File: config.mk
export PLATFORM = sky130hd
export DESIGN_NAME = alu_result_stage
export DESIGN_NICKNAME = d
export VERILOG_FILES = /design/src/rtl/alu_pkg.sv /design/src/rtl/alu_result_stage_fifo.sv /design/src/rtl/alu_result_stage.sv
export SDC_FILE = /design/constraint.sdc
export NUM_CORES = 1
export LEC_CHECK = 0
export ABC_AREA = 1
export CORE_AREA = 2 2 73 75
export DETAILED_ROUTE_END_ITERATION = 16
export DIE_AREA = 0 0 75 77
export PLACE_DENSITY = 0.86
export SLEW_MARGIN = 20
export SYNTH_ARGS = -nofsm -noshare
export SYNTH_HDL_FRONTEND = slang
export SYNTH_SLANG_ARGS = --single-unit
File: constraint.sdc
create_clock -name clk -period 2.4 [get_ports clk]
set_input_delay 0.6 -clock clk [delete_from_list [all_inputs] [get_ports clk]]
set_output_delay 0.6 -clock clk [all_outputs]
set_load 0.01 [all_outputs]
File: src/rtl/alu_pkg.sv
// Shared ALU definitions: opcode encodings, PSR flag positions and the
// opcode-to-class decode used by the result stage.
package alu_pkg;

   localparam logic [7:0] OP_NOP    = 8'h00;
   localparam logic [7:0] OP_ADD    = 8'h01;
   localparam logic [7:0] OP_ADDI   = 8'h02;
   localparam logic [7:0] OP_ADDU   = 8'h03;
   localparam logic [7:0] OP_ADDUI  = 8'h04;
   localparam logic [7:0] OP_ADDC   = 8'h05;
   localparam logic [7:0] OP_ADDCI  = 8'h06;
   localparam logic [7:0] OP_ADDCU  = 8'h07;
   localparam logic [7:0] OP_ADDCUI = 8'h08;
   localparam logic [7:0] OP_SUB    = 8'h09;
   localparam logic [7:0] OP_SUBI   = 8'h0A;
   localparam logic [7:0] OP_CMP    = 8'h0B;
   localparam logic [7:0] OP_CMPI   = 8'h0C;
   localparam logic [7:0] OP_CMPU   = 8'h0D;
   localparam logic [7:0] OP_CMPUI  = 8'h0E;
   localparam logic [7:0] OP_AND    = 8'h0F;
   localparam logic [7:0] OP_ANDI   = 8'h10;
   localparam logic [7:0] OP_OR     = 8'h11;
   localparam logic [7:0] OP_ORI    = 8'h12;
   localparam logic [7:0] OP_XOR    = 8'h13;
   localparam logic [7:0] OP_XORI   = 8'h14;
   localparam logic [7:0] OP_NOT    = 8'h15;
   localparam logic [7:0] OP_LSH    = 8'h16;
   localparam logic [7:0] OP_LSHI   = 8'h17;
   localparam logic [7:0] OP_RSH    = 8'h18;
   localparam logic [7:0] OP_RSHI   = 8'h19;
   localparam logic [7:0] OP_ALSH   = 8'h1A;
   localparam logic [7:0] OP_ALSHI  = 8'h1B;
   localparam logic [7:0] OP_ARSH   = 8'h1C;
   localparam logic [7:0] OP_ARSHI  = 8'h1D;

   localparam int FLAG_Z = 4;
   localparam int FLAG_C = 3;
   localparam int FLAG_F = 2;
   localparam int FLAG_L = 1;
   localparam int FLAG_N = 0;

   localparam logic [4:0] BIT_Z = 5'b00001 << FLAG_Z;
   localparam logic [4:0] BIT_C = 5'b00001 << FLAG_C;
   localparam logic [4:0] BIT_F = 5'b00001 << FLAG_F;
   localparam logic [4:0] BIT_L = 5'b00001 << FLAG_L;
   localparam logic [4:0] BIT_N = 5'b00001 << FLAG_N;

   typedef enum logic [2:0] {
      CLS_NONE,
      CLS_ADDU,
      CLS_ADDS,
      CLS_CMP,
      CLS_LOGIC,
      CLS_SHIFT
   } op_class_e;

   typedef struct packed {
      op_class_e  cls;
      logic [4:0] psr_mask;
      logic       writes_back;
   } op_info_t;

   function automatic op_info_t decode_op(input logic [7:0] opcode);
      op_info_t info;
      info.cls         = CLS_NONE;
      info.psr_mask    = 5'b00000;
      info.writes_back = 1'b0;
      case (opcode)
         OP_ADDU, OP_ADDUI, OP_ADDCU, OP_ADDCUI: begin
            info.cls = CLS_ADDU;  info.psr_mask = BIT_Z | BIT_C;         info.writes_back = 1'b1;
         end
         OP_ADD, OP_ADDI, OP_ADDC, OP_ADDCI, OP_SUB, OP_SUBI: begin
            info.cls = CLS_ADDS;  info.psr_mask = BIT_Z | BIT_F;         info.writes_back = 1'b1;
         end
         OP_CMP, OP_CMPI, OP_CMPU, OP_CMPUI: begin
            info.cls = CLS_CMP;   info.psr_mask = BIT_Z | BIT_L | BIT_N; info.writes_back = 1'b0;
         end
         OP_AND, OP_ANDI, OP_OR, OP_ORI, OP_XOR, OP_XORI, OP_NOT: begin
            info.cls = CLS_LOGIC; info.psr_mask = BIT_Z;                 info.writes_back = 1'b1;
         end
         OP_LSH, OP_LSHI, OP_RSH, OP_RSHI, OP_ALSH, OP_ALSHI, OP_ARSH, OP_ARSHI: begin
            info.cls = CLS_SHIFT; info.psr_mask = 5'b00000;              info.writes_back = 1'b1;
         end
         default: ;
      endcase
      return info;
   endfunction

endpackage

File: src/rtl/alu_result_stage_fifo.sv
// Two-entry writeback FIFO. The head register only changes when a new entry
// becomes head, so the output holds while stalled and while empty.
module result_fifo2 #(
   parameter int WIDTH = 20
) (
   input  logic             clk,
   input  logic             reset_n,
   input  logic             push,
   input  logic             pop,
   input  logic             flush,
   input  logic [WIDTH-1:0] din,
   output logic [WIDTH-1:0] dout,
   output logic [1:0]       count
);

   logic [WIDTH-1:0] head;
   logic [WIDTH-1:0] tail;
   logic             do_push;
   logic             do_pop;

   assign do_push = push && (count != 2'd2);
   assign do_pop  = pop && (count != 2'd0);
   assign dout    = head;

   always_ff @(posedge clk or negedge reset_n) begin
      if (!reset_n) begin
         head  <= '0;
         tail  <= '0;
         count <= 2'd0;
      end else if (flush) begin
         count <= 2'd0;
      end else begin
         case ({do_push, do_pop})
            2'b10: begin
               if (count == 2'd0) head <= din;
               else               tail <= din;
               count <= count + 2'd1;
            end
            2'b01: begin
               if (count == 2'd2) head <= tail;
               count <= count - 2'd1;
            end
            // push+pop only happens at count 1: the new entry goes straight to head
            2'b11:   head <= din;
            default: ;
         endcase
      end
   end

endmodule

File: src/rtl/alu_result_stage.sv
// ALU result stage: PSR with per-class update masks plus a 2-entry writeback
// buffer. Define ALU_RESULT_PERF_EN to add saturating op/stall counters.
module alu_result_stage
   import alu_pkg::*;
#(
   parameter int DEST_W = 4
) (
   input  logic              clk,
   input  logic              reset_n,
   input  logic              in_valid,
   output logic              in_ready,
   input  logic [7:0]        in_opcode,
   input  logic [DEST_W-1:0] in_dest,
   input  logic [15:0]       alu_c,
   input  logic [4:0]        alu_flags,
   output logic              alu_carry_in,
   output logic [4:0]        psr,
   input  logic              psr_wr_en,
   input  logic [4:0]        psr_wr_data,
   input  logic              flush,
   output logic              wb_valid,
   input  logic              wb_ready,
   output logic [DEST_W-1:0] wb_dest,
   output logic [15:0]       wb_data
`ifdef ALU_RESULT_PERF_EN
   ,
   output logic [15:0]       perf_ops,
   output logic [15:0]       perf_stalls
`endif
);

   op_info_t  dec;
   logic      accept;
   logic      push;
   logic      pop;
   logic [1:0] count;

   assign dec          = decode_op(in_opcode);
   assign in_ready     = (count != 2'd2);
   assign accept       = in_valid && in_ready;
   assign push         = accept && dec.writes_back && (dec.cls != CLS_NONE) && !flush;
   assign wb_valid     = (count != 2'd0);
   assign pop          = wb_valid && wb_ready;
   assign alu_carry_in = psr[FLAG_C];

   always_ff @(posedge clk or negedge reset_n) begin
      if (!reset_n) begin
         psr <= 5'b00000;
      end else if (psr_wr_en) begin
         psr <= psr_wr_data;
      end else if (accept) begin
         psr <= (psr & ~dec.psr_mask) | (alu_flags & dec.psr_mask);
      end
   end

   result_fifo2 #(.WIDTH(DEST_W + 16)) u_fifo (
      .clk     (clk),
      .reset_n (reset_n),
      .push    (push),
      .pop     (pop),
      .flush   (flush),
      .din     ({in_dest, alu_c}),
      .dout    ({wb_dest, wb_data}),
      .count   (count)
   );

`ifdef ALU_RESULT_PERF_EN
   always_ff @(posedge clk or negedge reset_n) begin
      if (!reset_n) begin
         perf_ops    <= 16'h0000;
         perf_stalls <= 16'h0000;
      end else begin
         if (accept && (perf_ops != 16'hFFFF))
            perf_ops <= perf_ops + 16'h0001;
         if (in_valid && !in_ready && (perf_stalls != 16'hFFFF))
            perf_stalls <= perf_stalls + 16'h0001;
      end
   end
`endif

endmodule
* After elaboration in Yosys (flattened, before gate mapping) *
Index checks and enable logic that the tools add are counted.

storage, ports and cells
  ROM bits = 0
  memories kept = 0
  word-level logic and storage cells = 77
  flip-flop bits (word level) = 47
  input port bits = 44
  memory bits (writable) = 0
  output and inout bits = 28
  bits in latches = 0

cells by class
  magnitude comparators = 0
  multipliers = 0
  reductions and logical operators = 21
  equal/unequal tests = 36
  divide/modulo/power cells = 0
  multiplexer cells = 8
  bitwise logic cells = 6
  shift-type cells = 0
  add/subtract/negate cells = 2

operators by type and width
  cell                                                   count
  equality test 8 x 5 -> 1 bit, second input constant    14
  equality test 8 x 4 -> 1 bit, second input constant    8
  one-hot mux 20 bit (3 select lines)                    1
  one-hot mux 9 bit (5 select lines)                     1
  two-way mux 20 bit                                     2
  equality test 8 x 3 -> 1 bit, second input constant    4
  equality test 8 x 2 -> 1 bit, second input constant    2
  bitwise AND 5 bit                                      2
  two-way mux 5 bit                                      2
  nonzero test 3 bit                                     3
  equality test 8 x 1 -> 1 bit, second input constant    1
  OR reduction 4 bit                                     2
  OR reduction 8 bit                                     1
  logical AND 1 bit                                      7
  OR reduction 7 bit                                     1
  equality test 2 bit, second input constant             3
  OR reduction 6 bit                                     1
  inverter 5 bit                                         1
  OR 5 bit                                               1
  inequality test 2 x 1 -> 1 bit, second input constant  2
  one-hot mux 2 bit (2 select lines)                     1
  AND reduction 4 bit                                    1
  nonzero test 2 bit                                     2
  AND reduction 3 bit                                    1
  other kinds (8)                                        9

* Depth between registers and ports, before layout *
Gate-level depths: netlist (run 1).

  word-level depth = 10
  mapped depth = 14
  depth with buffers taken out = 13

* Modules after synthesis *
Synthesis (run 1) repeated with hierarchy kept, for this count alone.

unflattened totals
  cells, all modules = 358
  area, all modules = 2,549.9 sq um

modules (own cells, without submodules)
  module            times used  cells an instance  area an instance (sq um)  sequential area each (sq um)
  result_fifo2      1           273                2,030.7                   1,051.0
  alu_result_stage  1           85                 519.2                     125.1

* Worst setup path before layout (run 1) *
Ideal clock, no wire load.

  path kind = in2reg
  start = input port in_opcode[1]
  end = register u_fifo.head[0], in the netlist u_fifo.dout[0]
  arrival time = 1.592 ns
  stages = 13
  library setup time = 0.116 ns
  path slack = 0.691 ns
  required time = 2.284 ns
  path buffers = 1
  cell sequence = nand2_1 -> inv_2 -> nand2_1 -> nor2_1 -> nor2_1 -> nand3_2 -> nand2_4 -> nand2_1 -> nand2_2 -> inv_2 -> buf_6 -> nand2_1 -> nand2_1

on the way
  word-level cells in the longest chain between the ends = 10
  elaborated cells between the ends (all ways) = 48
  those cells by class = eq/ne: 34; mux: 2; reduce/logical: 12

ends and longest elaborated chain
  element                                                                         RTL line                     text
  start, declared                                                                 alu_result_stage.sv:12       input logic [7:0] in_opcode,
  equality test 8 x 5 -> 1 bit, or another cell as far along                      alu_pkg.sv:68                case (opcode)
  OR reduction 8 bit, or another cell as far along                                alu_pkg.sv:68
  one-hot mux 9 bit (5 select lines) (*)                                          alu_pkg.sv:68
  nonzero test 3 bit or logical AND 1 bit (tied branches)                         alu_result_stage.sv:41       assign push = accept && dec.writes_back && (dec.cls != CLS_NONE) && !flush;
  logical AND 1 bit (*) (2 in series)                                             alu_result_stage.sv:41
  logical AND 1 bit (*)                                                           alu_result_stage_fifo.sv:21  assign do_push = push && (count != 2'd2);
  equality test 2 x 1 -> 1 bit or equality test 2 bit (tied branches)             alu_result_stage_fifo.sv:33  case ({do_push, do_pop})
  inequality test 2 x 1 -> 1 bit (no line) or nonzero test 3 bit (tied branches)  --
  AND reduction 4 bit (no line)                                                   --
  end signal, assigned                                                            alu_result_stage_fifo.sv:35  if (count == 2'd0) head <= din;
  end signal, assigned                                                            alu_result_stage_fifo.sv:40  if (count == 2'd2) head <= tail;
  end signal, assigned                                                            alu_result_stage_fifo.sv:44  2'b11: head <= din;
  end, declared                                                                   alu_result_stage_fifo.sv:16  logic [WIDTH-1:0] head;

Mark *: on every way between the ends. The rest lies on a longest branch, timed or not.
A chain may end at the register's enable or synchronous reset.

* Final worst setup path (run 1) *
  start = input port in_opcode[2]
  end = register u_fifo.head[17], in the netlist u_fifo.dout[17]

The elaborated chain is that of the path after synthesis.

==> flow_summary.ini, run 1 <==
[worst_setup_path]
reg2reg_from = u_fifo.count[1]
ff2ff_setup_slack_ns = 0.59
start_kind = primary input
rr_endpoint = u_fifo.dout[17]
worstPathCellList = clkdlybuf4s50_1 > inv_1 > nand2_1 > nand2_1 > nand2_1 > nand2_1 > nand2_2 > nand3_2 > nand2_4 > nand2_4 > nand2_1 > nand2_1 > nand2_1 > nand2_1
reg2reg_depth = 11
critPathArrivalTime_ns = 2.36
worst-path-max-fanout = 24
cp.depth = 14
crit_path_frequent_cell = nand2_1
cp.required_ns = 2.59
critical_path_class = primary input to flop
crit_path_end_kind = flop
cp_slowest_cell = clkdlybuf4s50_1
endpoint = u_fifo.dout[17]
critPathMaxStageDelay_ns = 0.54
critPathLaunch = in_opcode[2]
critPathBufInv = 2
cp_top_family = simple AND/OR/NAND/NOR gates

[sta]
fin_crit_ns = 2.17
rsz0062_at_grt = no
finalSetupTns_ns = 0
setup_viol = 0
hold_viol_final = 0
finalCritPeriodShare_pct = 90.4
relSlewSlack_pct = 62.2
finClkSkew_ns = 0.00340
worstMarginPinSlew_ns = 0.568
fmax_mhz = 461
report.final.slew_viol_count = 0
fin_ws_ns = 0.229

[drt]
antenna_left = 0
drt-wirelength-per-cell_um = 12.4
drt_pass1_iterations = 4
drtIter0Drc = 254
remaining_drc_errors = 0
viasPerCell = 4.97
wl_um = 6090
vias = 2446

[yosys]
synth_area_leaders = dfrtp_1, nand2_1, nand3_1
synth_top_area_share_pct = 47.8
synth_top_cell_by_area = dfrtp_1
synthArstFlopShare_pct = 100
yosysWarnings = 0
synth_area_sq_um = 2460
syn_inst = 345
ys_ff_latch = 47
syn_nets = 389
ys.flop_type = dfrtp_1
yosysSeqAreaShare_pct = 47.8
avgSynthCellArea_sq_um = 7.13
yosysMostFrequentCell = nand2_1
netlist_top_cells_count = nand2_1, dfrtp_1, nand3_1
ys_types = 20
synth-edff-count = 0

[final_layout]
n_antenna_cell = 0
seqCellArea_sq_um = 1180
multi_input_area_sq_um = 1090
final_area_sq_um = 3340
num-nets-final = 465
drive_above_1_share_pct = 8.77
fin_cells = 492
syn_to_final_growth_pct = 35.9
fillCellCount = 420

[grt]
antenna_found_initial = 0
overflow = 0
grt_pass1_wl_um = 10200
grtUsageTotal_pct = 22.6
grt_pass1_vias = 2338
grt_max_degree = 26

[pwr]
power.density_nw_per_um2 = 622
p_leak_nw = 1.81
fin_total_pwr_mw = 2.08
peakVddDrop_uv = 290

[clock_tree]
path_clk_slew_ns = 0.09
clk_latency_ns = 0.30
cts_setup_buffers = 0
cts_buffers = 5
cts_root_buf = clkbuf_8
post_cts_resize_count = 0
cts.htree.levels = 2
cts_sinks = 47
cts_max_path_buffers = 2
cts_hold_buf = 0
tritoncts = done

[die]
fp.dieW_um = 75
initial_utilization_pct = 49.4
io_pins = 72
die-area_sq_um = 5780
rows = 26
chipHeight_um = 77
fp.coreArea_sq_um = 4980

[run]
maxCapViolations = 0

[placement]
port_buffers = 71
dpl.hpwl_um = 4390
placedInstanceArea_sq_um = 3240
dp.cells = 484
preCtsSetupSlack_ns = -0.0247
gp_congestion = 0.898

[hold_path]
hp-class = primary input to async pin

[run_status]
status = finished clean
layout make-up:
cell class | instances | share of cell area [%]
repair buffers | 84 | 24.0
clock buffers | 7 | 2.88
inverters | 21 | 2.36
multi-input cells | 262 | 32.7
flip-flops and latches | 47 | 35.2
well taps | 70 | 2.62
clock inverters | 1 | 0.225
how the worst min path moves through the flow:
stage / end / slack [ns] / cells after the start
CTS: u_fifo.dout[13] / 0.30 / 1
detailed placement: u_fifo.dout[7] / 0.46 / 2
finish: u_fifo.dout[13] / 0.29 / 1
global route: u_fifo.dout[13] / 0.33 / 1
global placement: u_fifo.tail[16] / 0.46 / 2
floorplan: async pin / 0.30 / 0
kinds of logic (layout without fill, tap and decap cells):
logic type | after synthesis | count (layout) | share of synthesized area, %
AOI/OAI and AO/OA | 10 | 10 | 2.39
buffers and inverters | 36 | 113 | 7.89
DFF | 47 | 47 | 47.8
and+or+nand+nor | 252 | 252 | 41.9
worst register-to-register path, delay by kind of cell (launching register included):
| kind | cells | cell delay (ns) |
|---|---|---|
| buffers and inverters | 3 | 0.43 |
| DFF | 1 | 0.42 |
| and+or+nand+nor | 8 | 0.90 |
cells in the final DEF (no fill, tap or decap), types with 3 or more instances in the layout:
master	count
nand2_1	193
clkdlybuf4s50_1	70
dfrtp_1	47
nand3_1	29
nor2_1	18
inv_1	16
buf_4	13
clkbuf_8	7
inv_2	5
nor2_2	4
a21oi_1	3
a31oi_1	3
stage by stage:
stage                     util [%]  hold slack, ns
after floorplan                  -           0.304
after global placement        65.0           0.463
after detailed placement      65.0           0.465
after CTS                     67.1           0.297
after global routing          67.1           0.329
final                         67.1           0.287
routing by layer:
| layer | global-route usage (%) | wire length, um |
|---|---|---|
| met1 | 29.0 | 2580 |
| met2 | 37.4 | 3050 |
| met3 | 3.81 | 308 |
| met4 | 8.57 | 150 |
| met5 | 0 | 0 |
report_power, final:
| group | switching (mW) | internal [mW] | leakage, nW |
|---|---|---|---|
| clock network | 0.265 | 0.262 | 0.0505 |
| registers | 0.0649 | 0.911 | 0.621 |
| logic | 0.248 | 0.326 | 1.14 |
(Power assumes the default switching activity.)
==> run 2: changes to the inputs <==
- CTS_CLUSTER_DIAMETER: not set -> 50
==> results of run 2 <==
Final layout, timing and power as in run 1 (identical DEF).
==> run 3: changes to the inputs <==
- CORE_AREA: 2 2 73 75 -> 2 2 90 92
- DIE_AREA: 0 0 75 77 -> 0 0 92 94
- PLACE_DENSITY: 0.86 -> 0.61
==> flow_summary.ini, run 3 (synthesized netlist as in run 1, its figures left out) <==
[worst_setup_path]
crit_path_end_kind = flop
start_kind = primary input
critPathArrivalTime_ns = 2.36
reg2reg_from = u_fifo.count[1]
critical_path_class = primary input to flop
cp.required_ns = 2.63
reg2reg_depth = 10
rr_endpoint = u_fifo.count[1]
ff2ff_setup_slack_ns = 0.74
worst-path-max-fanout = 24

[clock_tree]
cts_max_path_buffers = 2
cts_hold_buf = 0
path_clk_slew_ns = 0.09
tritoncts = done
cts_sinks = 47
cts.htree.levels = 2
cts_root_buf = clkbuf_8
clk_latency_ns = 0.30
cts_buffers = 5
cts_setup_buffers = 0

[grt]
grt_max_degree = 48
grt_pass1_wl_um = 10600
grtUsageTotal_pct = 15.1
overflow = 0
grt_pass1_vias = 2312
antenna_found_initial = 0

[sta]
report.final.slew_viol_count = 0
fin_crit_ns = 2.13
rsz0062_at_grt = no
worstMarginPinSlew_ns = 0.588
finClkSkew_ns = 0.0105
relSlewSlack_pct = 60.8
hold_viol_final = 0
finalCritPeriodShare_pct = 88.8
fin_hold_ws_ns = 0.375
finalSetupTns_ns = 0
setup_viol = 0
fmax_mhz = 469

[die]
fp.coreArea_sq_um = 7610
rows = 32
io_pins = 72
chipHeight_um = 94
fp.dieW_um = 92
die-area_sq_um = 8650
initial_utilization_pct = 32.3

[final_layout]
num-nets-final = 465
syn_to_final_growth_pct = 36.7
fillCellCount = 814
fin_util_pct = 44.2
mostFrequentLayoutCells = nand2_1, clkdlybuf4s50_1, dfrtp_1
drive_above_1_share_pct = 8.55
n_antenna_cell = 0
layout_commonest_cell = nand2_1

[drt]
antenna_left = 0
remaining_drc_errors = 0
wl_um = 6040
vias = 2294
viasPerCell = 4.39
drt_pass1_iterations = 4
drt-wirelength-per-cell_um = 11.6
drtIter0Drc = 88

[hold_path]
hp-class = primary input to async pin

[placement]
gp_congestion = 0.833
dpl.hpwl_um = 4380
port_buffers = 71

[run]
maxCapViolations = 0

[pwr]
p_leak_nw = 1.80
peakVddDrop_uv = 240
power.density_nw_per_um2 = 596

[run_status]
status = finished clean
==> run 3: layout make-up <==
class                      instances  area (sq um)  area share [%]
clock buffer                       5          68.8            2.05
clock inverter                     2          13.8           0.409
inverter                          21          81.3            2.42
multi-input combinational        262          1090            32.5
sequential                        47          1180            35.0
tap                              102           128            3.80
timing repair buffer              84           803            23.9
==> run 3: metal layers <==
metal  global-route usage, %  vias up  wire length [um]
met1                    19.0     1047              2890
met4                    4.35        0                59
met3                    2.73        4               182
met2                    26.6       36              2910
li1                        -     1207                 -
met5                       0        -                 0
==> run 3: how the worst max path moves through the flow <==
stage,startpoint,endpoint,slack [ns],depth (start not counted)
after global routing,in_opcode[2],u_fifo.count[1],0.05,12
after CTS,in_opcode[1],u_fifo.dout[17],0.24,12
after detailed placement,in_opcode[1],u_fifo.dout[17],-0.08,12
after global placement,in_opcode[1],u_fifo.count[1],0.02,12
after floorplan,in_opcode[1],u_fifo.dout[0],0.69,13
final,in_opcode[1],u_fifo.count[1],0.27,12
==> run 3: repair_timing <==
item | CTS | global route
resized for setup | 0 | 2
setup endpoints to repair | 0 | 1
endpoints found under the hold margin | 0 | 0
==> run 3: worst max-delay path, cell delays in order <==
cell             delay, ns
clkdlybuf4s50_1       0.49
nand2_1               0.16
inv_2                 0.06
nand2_1               0.05
nor2_1                0.03
nor2_1                0.17
nand3_2               0.14
nand2_4               0.12
nand2_4               0.17
a21oi_1               0.24
nand2_1               0.07
nand2_1               0.06
==> run 3: power breakdown <==
part	leakage (nW)	internal [mW]	total, mW	switching [mW]
sequential	0.621	0.911	0.978	0.0668
combinational	1.14	0.325	0.563	0.238
clock	0.0440	0.200	0.463	0.263
==> run 3: through the flow <==
step | power (mW) | instance area (sq um) | cells | worst slack [ns]
floorplan | 1.21 | 2460 | 345 | 0.691
global placement | 1.56 | 3280 | 516 | 0.0249
detailed placement | 1.56 | 3280 | 516 | -0.0768
CTS | 2.04 | 3360 | 523 | 0.244
global route | 2.14 | 3360 | 523 | 0.0547
finish | 2.00 | 3360 | 523 | 0.269
